`src/rtl/sync_fifo_ram_pkg.sv`:
```
// Shared width helpers for the single-clock RAM-based FIFO and its RAM.
package sync_fifo_ram_pkg;

  function automatic int unsigned addr_width(input int unsigned depth);
    return (depth <= 1) ? 1 : $clog2(depth);
  endfunction

  // Occupancy needs one extra bit to represent a completely full FIFO.
  function automatic int unsigned count_width(input int unsigned depth);
    return addr_width(depth) + 1;
  endfunction

  localparam int unsigned DEF_DEPTH   = 16;
  localparam int unsigned DEF_COUNT_W = count_width(DEF_DEPTH);

endpackage

```
`src/rtl/sync_fifo_ram_sdp_ram.sv`:
```
// Single-clock simple dual-port RAM; registered read returns old data on collision.
module sdp_ram
  import sync_fifo_ram_pkg::*;
#(
  parameter int unsigned WIDTH = 8,
  parameter int unsigned DEPTH = 16
) (
  input  logic                          clk,
  input  logic                          we,
  input  logic [addr_width(DEPTH)-1:0]  waddr,
  input  logic [WIDTH-1:0]              wdata,
  input  logic                          re,
  input  logic [addr_width(DEPTH)-1:0]  raddr,
  output logic [WIDTH-1:0]              rdata
);

  logic [WIDTH-1:0] r_mem [DEPTH];

  // Both updates are non-blocking, so a same-address read sees the pre-write word.
  always_ff @(posedge clk) begin
    if (we) r_mem[waddr] <= wdata;
    if (re) rdata <= r_mem[raddr];
  end

endmodule

```
`src/rtl/sync_fifo_ram.sv`:
```
// Single-clock FIFO over an sdp_ram: pointers, occupancy, threshold flags, error pulses.
module sync_fifo_ram
  import sync_fifo_ram_pkg::*;
#(
  parameter int unsigned WIDTH    = 8,
  parameter int unsigned DEPTH    = 16,
  parameter int unsigned AF_LEVEL = DEPTH - 2,
  parameter int unsigned AE_LEVEL = 2
) (
  input  logic                           clk,
  input  logic                           rst,
  input  logic                           wr_en,
  input  logic [WIDTH-1:0]               wdata,
  input  logic                           rd_en,
  output logic [WIDTH-1:0]               rdata,
  output logic                           rd_valid,
  output logic                           full,
  output logic                           empty,
  output logic                           almost_full,
  output logic                           almost_empty,
  output logic [count_width(DEPTH)-1:0]  count,
  output logic                           overflow,
  output logic                           underflow
);

  localparam int unsigned AW = addr_width(DEPTH);
  localparam int unsigned CW = count_width(DEPTH);
  localparam logic [CW-1:0] FULL_CNT = CW'(DEPTH);
  localparam logic [CW-1:0] AF_CNT   = CW'(AF_LEVEL);
  localparam logic [CW-1:0] AE_CNT   = CW'(AE_LEVEL);

  logic [AW:0]      r_wr_ptr, r_rd_ptr;
  logic [CW-1:0]    r_count;
  logic             r_rd_valid, r_overflow, r_underflow;
  logic             r_rd_loaded;
  logic             w_full, w_empty, w_wr_acc, w_rd_acc, w_ram_we, w_ram_re;
  logic [WIDTH-1:0] w_ram_rdata;

  assign w_full   = (r_count == FULL_CNT);
  assign w_empty  = (r_count == '0);
  assign w_rd_acc = rd_en & ~w_empty;
  assign w_wr_acc = wr_en & (~w_full | w_rd_acc);
  assign w_ram_we = w_wr_acc & ~rst;
  assign w_ram_re = w_rd_acc & ~rst;

  sdp_ram #(
    .WIDTH (WIDTH),
    .DEPTH (DEPTH)
  ) u_ram (
    .clk   (clk),
    .we    (w_ram_we),
    .waddr (r_wr_ptr[AW-1:0]),
    .wdata (wdata),
    .re    (w_ram_re),
    .raddr (r_rd_ptr[AW-1:0]),
    .rdata (w_ram_rdata)
  );

  always_ff @(posedge clk) begin
    if (rst) begin
      r_wr_ptr    <= '0;
      r_rd_ptr    <= '0;
      r_count     <= '0;
      r_rd_valid  <= 1'b0;
      r_overflow  <= 1'b0;
      r_underflow <= 1'b0;
      r_rd_loaded <= 1'b0;
    end else begin
      if (w_wr_acc) r_wr_ptr <= r_wr_ptr + 1'b1;
      if (w_rd_acc) r_rd_ptr <= r_rd_ptr + 1'b1;
      if (w_wr_acc && !w_rd_acc)      r_count <= r_count + 1'b1;
      else if (!w_wr_acc && w_rd_acc) r_count <= r_count - 1'b1;
      r_rd_valid  <= w_rd_acc;
      r_overflow  <= wr_en & ~w_wr_acc;
      r_underflow <= rd_en & ~w_rd_acc;
      if (w_rd_acc) r_rd_loaded <= 1'b1;
    end
  end

  // The RAM has no reset, so rdata reads as zero until the first pop after reset.
  assign rdata        = r_rd_loaded ? w_ram_rdata : '0;
  assign rd_valid     = r_rd_valid;
  assign overflow     = r_overflow;
  assign underflow    = r_underflow;
  assign count        = r_count;
  assign full         = w_full;
  assign empty        = w_empty;
  assign almost_full  = (r_count >= AF_CNT);
  assign almost_empty = (r_count <= AE_CNT);

`ifndef SYNTHESIS
  always_ff @(posedge clk) begin
    if (!rst) begin
      assert (r_count == CW'(r_wr_ptr - r_rd_ptr));
      assert (!(w_full && w_empty));
    end
  end
`endif

endmodule

```
`config.mk`:
```
export PLATFORM = sky130hd
export DESIGN_NAME = sync_fifo_ram
export DESIGN_NICKNAME = d
export VERILOG_FILES = /design/src/rtl/sync_fifo_ram_pkg.sv /design/src/rtl/sync_fifo_ram_sdp_ram.sv /design/src/rtl/sync_fifo_ram.sv
export SDC_FILE = /design/constraint.sdc
export NUM_CORES = 1
export LEC_CHECK = 0
export CAP_MARGIN = 20
export CORE_ASPECT_RATIO = 2
export CORE_MARGIN = 2
export CORE_UTILIZATION = 60
export CTS_BUF_LIST = sky130_fd_sc_hd__clkbuf_4
export CTS_CLUSTER_DIAMETER = 120
export DETAILED_ROUTE_END_ITERATION = 10
export GPL_ROUTABILITY_DRIVEN = 0
export PLACE_DENSITY = 0.91
export SYNTH_ARGS = -nofsm -noshare
export SYNTH_HDL_FRONTEND = slang
export SYNTH_SLANG_ARGS = --single-unit
```
`constraint.sdc`:
```
create_clock -name clk -period 3.39 [get_ports clk]
set_input_delay 0.8475 -clock clk [delete_from_list [all_inputs] [get_ports clk]]
set_output_delay 0.8475 -clock clk [all_outputs]
set_load 0.02 [all_outputs]
```
* Yosys cells after proc, flatten, opt, wreduce, memory -nomap -nowiden *
Memories as Yosys holds them, arrays and structs flattened. A register that Yosys moved wholly into a read port is not among the register bits.
Index checks and enable logic that the tools add are counted.

word-level totals
  memories = 1
  bits in writable memories = 128
  input bits = 12
  output and inout bits = 20
  bits in registers = 19

memories
  name         words  bits a word  read ports  clocked after Yosys merged registers in  wr ports  RTL line                     text
  u_ram.r_mem  16     8            1           1                                        1         sync_fifo_ram_sdp_ram.sv:17  logic [WIDTH-1:0] r_mem [DEPTH];

cells by class
  equality and inequality tests = 1
  magnitude comparators = 2
  reduce and logical (&&, ||, !) cells = 6
  multiplexer cells = 5
  $add $sub $neg = 4
  bitwise logic cells = 12

operators by type and width
  kind                                                                               number
  5-bit by 1-bit adder with 5-bit output (second input constant)                     3
  5-bit 2-to-1 mux                                                                   2
  8-bit 2-to-1 mux                                                                   1
  1-bit bitwise AND                                                                  6
  5-bit == test (second input constant)                                              1
  5-bit by 4-bit >= comparator with 1-bit output (second input constant)             1
  5-bit by 2-bit less-or-equal comparator with 1-bit output (second input constant)  1
  5-bit zero test                                                                    1
  1-bit inverter                                                                     5
  5-bit by 1-bit subtractor with 5-bit output (second input constant)                1
  1-bit logical AND                                                                  2
  1-bit zero test                                                                    2
  1-bit 2-to-1 mux                                                                   2
  2-bit nonzero test                                                                 1
  1-bit bitwise OR                                                                   1

* Logic depth before layout (Yosys ltp) *
  word-level depth = 9
  mapped depth = 11
  gate-level depth less buffers = 10

* Cells and area by module *
A second synthesis with hierarchy kept.

second synthesis, totals
  cells, all modules = 337
  area total of the unflattened synthesis = 6,170.9 um^2

by module, submodules not included
  module         cells each  instances  sequential area each (um^2)  area an instance (um^2)
  sdp_ram        229         1          4,083.9                      5,227.5
  sync_fifo_ram  108         1          340.3                        943.4

* Worst setup path after synthesis *
Ideal clock, no wire load.

  path type = register to register
  from = register r_count[2], in the netlist count[2]
  to = register r_count[4], in the netlist count[4]
  path slack = 370 ps
  period minus slack after synthesis = 3,020 ps
  path buffers = 1
  data arrival time = 2,899 ps
  cell stages (with the launch flop) = 11
  cell sequence = dfxtp_1 or4_4 buf_6 o21ai_2 ha_1 inv_1 fa_1 a21o_1 a21oi_1 mux2i_1 mux2_2

between the ends
  word-level cells in the longest chain between the ends = 8
  elaborated cells on any way between the ends = 16
  those cells by class = add/sub: 2; eq/ne: 1; mux: 2; bitwise: 5; reduce/logical: 6

RTL lines
  what                                 RTL line             text
  start, declared                      sync_fifo_ram.sv:33  logic [CW-1:0] r_count;
  start signal, assigned               sync_fifo_ram.sv:71  if (w_wr_acc && !w_rd_acc) r_count <= r_count + 1'b1;
  start signal, assigned               sync_fifo_ram.sv:72  else if (!w_wr_acc && w_rd_acc) r_count <= r_count - 1'b1;
  5-bit zero test                      sync_fifo_ram.sv:40  assign w_empty = (r_count == '0);
  1-bit inverter                       sync_fifo_ram.sv:41  assign w_rd_acc = rd_en & ~w_empty;
  1-bit bitwise AND                    sync_fifo_ram.sv:41
  1-bit bitwise OR                     sync_fifo_ram.sv:42  assign w_wr_acc = wr_en & (~w_full | w_rd_acc);
  1-bit bitwise AND                    sync_fifo_ram.sv:42
  1-bit zero test                      sync_fifo_ram.sv:72
  1-bit logical AND                    sync_fifo_ram.sv:72
  2-bit nonzero test (no source line)  n/a

Several ways; a longest one is shown, not always the timed one. The select of a mux whose other input is x is not followed.
A chain may end at the register's enable or synchronous reset.

* Final worst setup path *
  from = register r_count[2], in the netlist count[2]
  to = output full

between the ends
  word-level cells in the longest chain between the ends = 1

RTL lines
  what           RTL line             text
  5-bit == test  sync_fifo_ram.sv:39  assign w_full = (r_count == FULL_CNT);
  end, declared  sync_fifo_ram.sv:17  output logic full,

No other way between the ends.

==> results.toml <==
[outcome]
outcome = "complete, no violations"

[logic_synthesis]
syn_inst = 372
yosysUniqueCellTypes = 39
synth_seq_cells = 153
yosysSeqAreaShare_pct = 71.5
syn_area_um2 = 6180
number_of_enable_type_register_cells_in_the_synthesized_netlist = 136
syn_nets = 394
synth.largest_area_cell = "edfxtp_1"
yosys-top-cells-area = "edfxtp_1, mux2i_1, mux4_2, dfxtp_1, a221oi_1"
average_footprint_of_a_synthesized_cell_um2 = 16.6
synth_top_area_share_pct = 66.0
synth_flop_cell = "edfxtp_1"
yosysWarningCount = 0
ys_async_sr_fraction_pct = 0

[clock_tree]
holdBufCountCts = 0
clk_transition_reported_paths_ns = 0.13
ctsLongestPathBuffers = 2
cts_setup_buffers = 0
clock_sink_count = 153
clock-root-buffer = "clkbuf_4"
cts_resized = 0
clock_tree.htree_level_count = 4
numCtsBuffers = 17
tritoncts = "done"
insertion_delay_ns = 0.54

[drt]
post_drt_wl_per_cell_um = 22.4
route.detailed.drc = 0
dr_total_vias = 3552
totalWireLength_um = 12900
avgViaCountPerCell = 6.15
ant_nets = 0
drt_pre_antenna_iters = 6
drt-initial-drc-count = 402

[hold_path]
holdCritStartpoint = "r_rd_loaded"
holdPathStages = 2
hold_class = "reg -> reg"

[sta]
period_needed_ns = 3.18
fin_ws_ns = 0.212
grt_setup_unrepaired = "false"
slew_limit_headroom_pct = 49.4
max_clock_freq_ghz = 0.315
tightestPinTransition_ns = 0.759
fin_tns_setup_ns = 0
hold_viol = 0
setup_viol_count_final = 0
timing.final.crit_share_pct = 93.8
timing.final.max_slew_violations = 0
fin_worst_skew_ns = 0.0128
timing.hold.ws_ns = 0.549

[worst_setup_path]
setup.worst_path.start = "count[2]"
critPathLaunchType = "register"
timing_worst_setup_path_type = "reg -> out"
required_ns = 2.54
critical-path-max-stage-delay_ns = 0.65
critical_path.slowest_cell = "or4_4"
timing.critical_path.fanout_max = 9
critical_path_arrival_ns = 2.33
worstPathCellList = "or4_4 -> nor2_1 -> clkdlybuf4s50_1"
reg2reg_depth = 10
critPathCaptureType = "primary output"
critical_path.reg2reg.startpoint = "count[2]"

[die]
num_rows = 52
initial_utilization_pct = 61.3
die_y_um = 148
die_area_um2 = 11200
die_w_um = 75.8
placeable_core_area_um2 = 10100
ioPinCount = 32

[power_and_ir_drop]
leakage_nw = 2.41
power.density_cell_area_nw_per_um2 = 664
p_total_mw = 4.74
maximum_vdd_ir_drop_mv = 0.581

[global_route]
antenna_violations_before_repair = 1
grt_pass1_wl_um = 20400
globalRoute.totalOverflow = 0
grt_start_max_net_pins = 29
via_count_of_the_first_global_routing_pass = 3752
globalRouteTotalUtil_pct = 26.0

[placement]
post-dp-hpwl_um = 8950
io_buffer_count = 31
dp_worst_setup_slack_ns = 0.0261

[layout]
fraction_of_layout_cells_with_a_size_suffix_above_1_pct = 18.8
finish.net_count = 451
area_delta_synth_final_pct = 15.4

[job]
cap_viol_max_count = 0
cells in the mapped netlist (all sizes together) (2+ instances only):
cell,count
nand3,2
xor2,5
nor4,3
nor3,4
a221oi,16
mux2i,36
and2,9
o21ai,10
mux4,16
ha,9
xnor2,3
nand2b,3
a21oi,5
a22oi,8
clkbuf,11
nor2,31
dfxtp,17
buf,11
o31ai,2
edfxtp,136
inv,7
nand2,14
a21o,2
flip-flops by register name (all words and copies together), names as in the netlist, 4 cells and up:
| signal | count |
|---|---|
| u_ram.r_mem | 128 |
| r_wr_ptr | 4 |
| r_rd_ptr | 4 |
| count | 5 |
| u_ram.rdata | 8 |
final cells by class:
| type | instances | area (µm²) |
|---|---|---|
| Antenna cell | 1 | 2.50 |
| Timing Repair Buffer | 60 | 541 |
| Clock inverter | 15 | 215 |
| Inverter | 8 | 30.0 |
| Multi-Input combinational cell | 189 | 1630 |
| Fill cell | 605 | 2950 |
| Tap cell | 135 | 169 |
| Sequential cell | 153 | 4430 |
| Clock buffer | 17 | 128 |
path summary, 6_finish.rpt:
path	to	slack, ns
setup / recovery	full	0.21
hold reg to reg	r_rd_loaded	0.55
hold / removal	r_rd_loaded	0.55
setup reg to reg	count[4]	0.36
report_power, final:
group	switching [mW]	total, mW	internal [mW]
Sequential	0.121	2.27	2.15
Clock	0.661	1.27	0.605
Combinational	0.612	1.20	0.589
Total	1.39	4.74	3.35
metrics by stage:
step / area (µm²) / cells / utilization, %
3_5_place_dp: 6790 / 545 / 67.4
5_1_grt: 7140 / 578 / 70.8
2_1_floorplan: 6180 / 372 / -
4_1_cts: 7140 / 577 / 70.8
6_report: 7140 / 578 / 70.8
3_3_place_gp: 6790 / 545 / 67.4
critical path, delay by kind of cell, from the launching register on:
| kind | cells | cell delay [ns] |
|---|---|---|
| and+or+nand+nor | 2 | 0.76 |
| buffers and inverters | 1 | 0.62 |
| DFF | 1 | 0.42 |
layout by cell type (no fill, tap or decap), drive strengths merged:
cell type / netlist / routed
or3: 1 / 1
mux4: 16 / 16
o21ai: 10 / 10
nor3: 4 / 4
clkdlybuf4s50: 0 / 31
nor4: 3 / 3
o211ai: 1 / 1
a221oi: 16 / 16
bufinv: 0 / 4
nand2: 14 / 14
clkbuf: 11 / 17
nor2: 31 / 31
clkinv: 1 / 6
mux2: 1 / 1
a31oi: 1 / 1
nand3b: 1 / 1
a22oi: 8 / 8
nand2b: 3 / 3
inv: 7 / 13
fa: 1 / 1
o31ai: 2 / 2
and2: 9 / 9
a21o: 2 / 2
ha: 9 / 9
nand3: 2 / 2
a2111oi: 1 / 1
o311ai: 1 / 1
edfxtp: 136 / 136
o2111ai: 1 / 1
or4: 1 / 1
mux2i: 36 / 36
dfxtp: 17 / 17
diode: 0 / 1
xnor2: 3 / 3
a21oi: 5 / 5
nor2b: 1 / 1
xor2: 5 / 5
buf: 11 / 29
kinds of logic after synthesis:
logic type | after synthesis | synth area share [%]
adder cells (fa/ha/maj) | 10 | 2.14
buffers and inverters | 30 | 2.12
AO/OA/AOI/OAI | 48 | 5.99
flip-flops | 153 | 71.5
XOR/XNOR | 8 | 1.13
AND/OR/NAND/NOR | 70 | 5.24
multiplexers | 53 | 11.8
per-layer routing:
metal,wire (µm),vias up,track usage [%]
met5,0,-,0
met4,525,0,11.8
met1,4370,1744,29.1
li1,-,1574,-
met2,7360,200,45.0
met3,688,34,6.07
No activity file was read; power rests on OpenSTA's default activity.
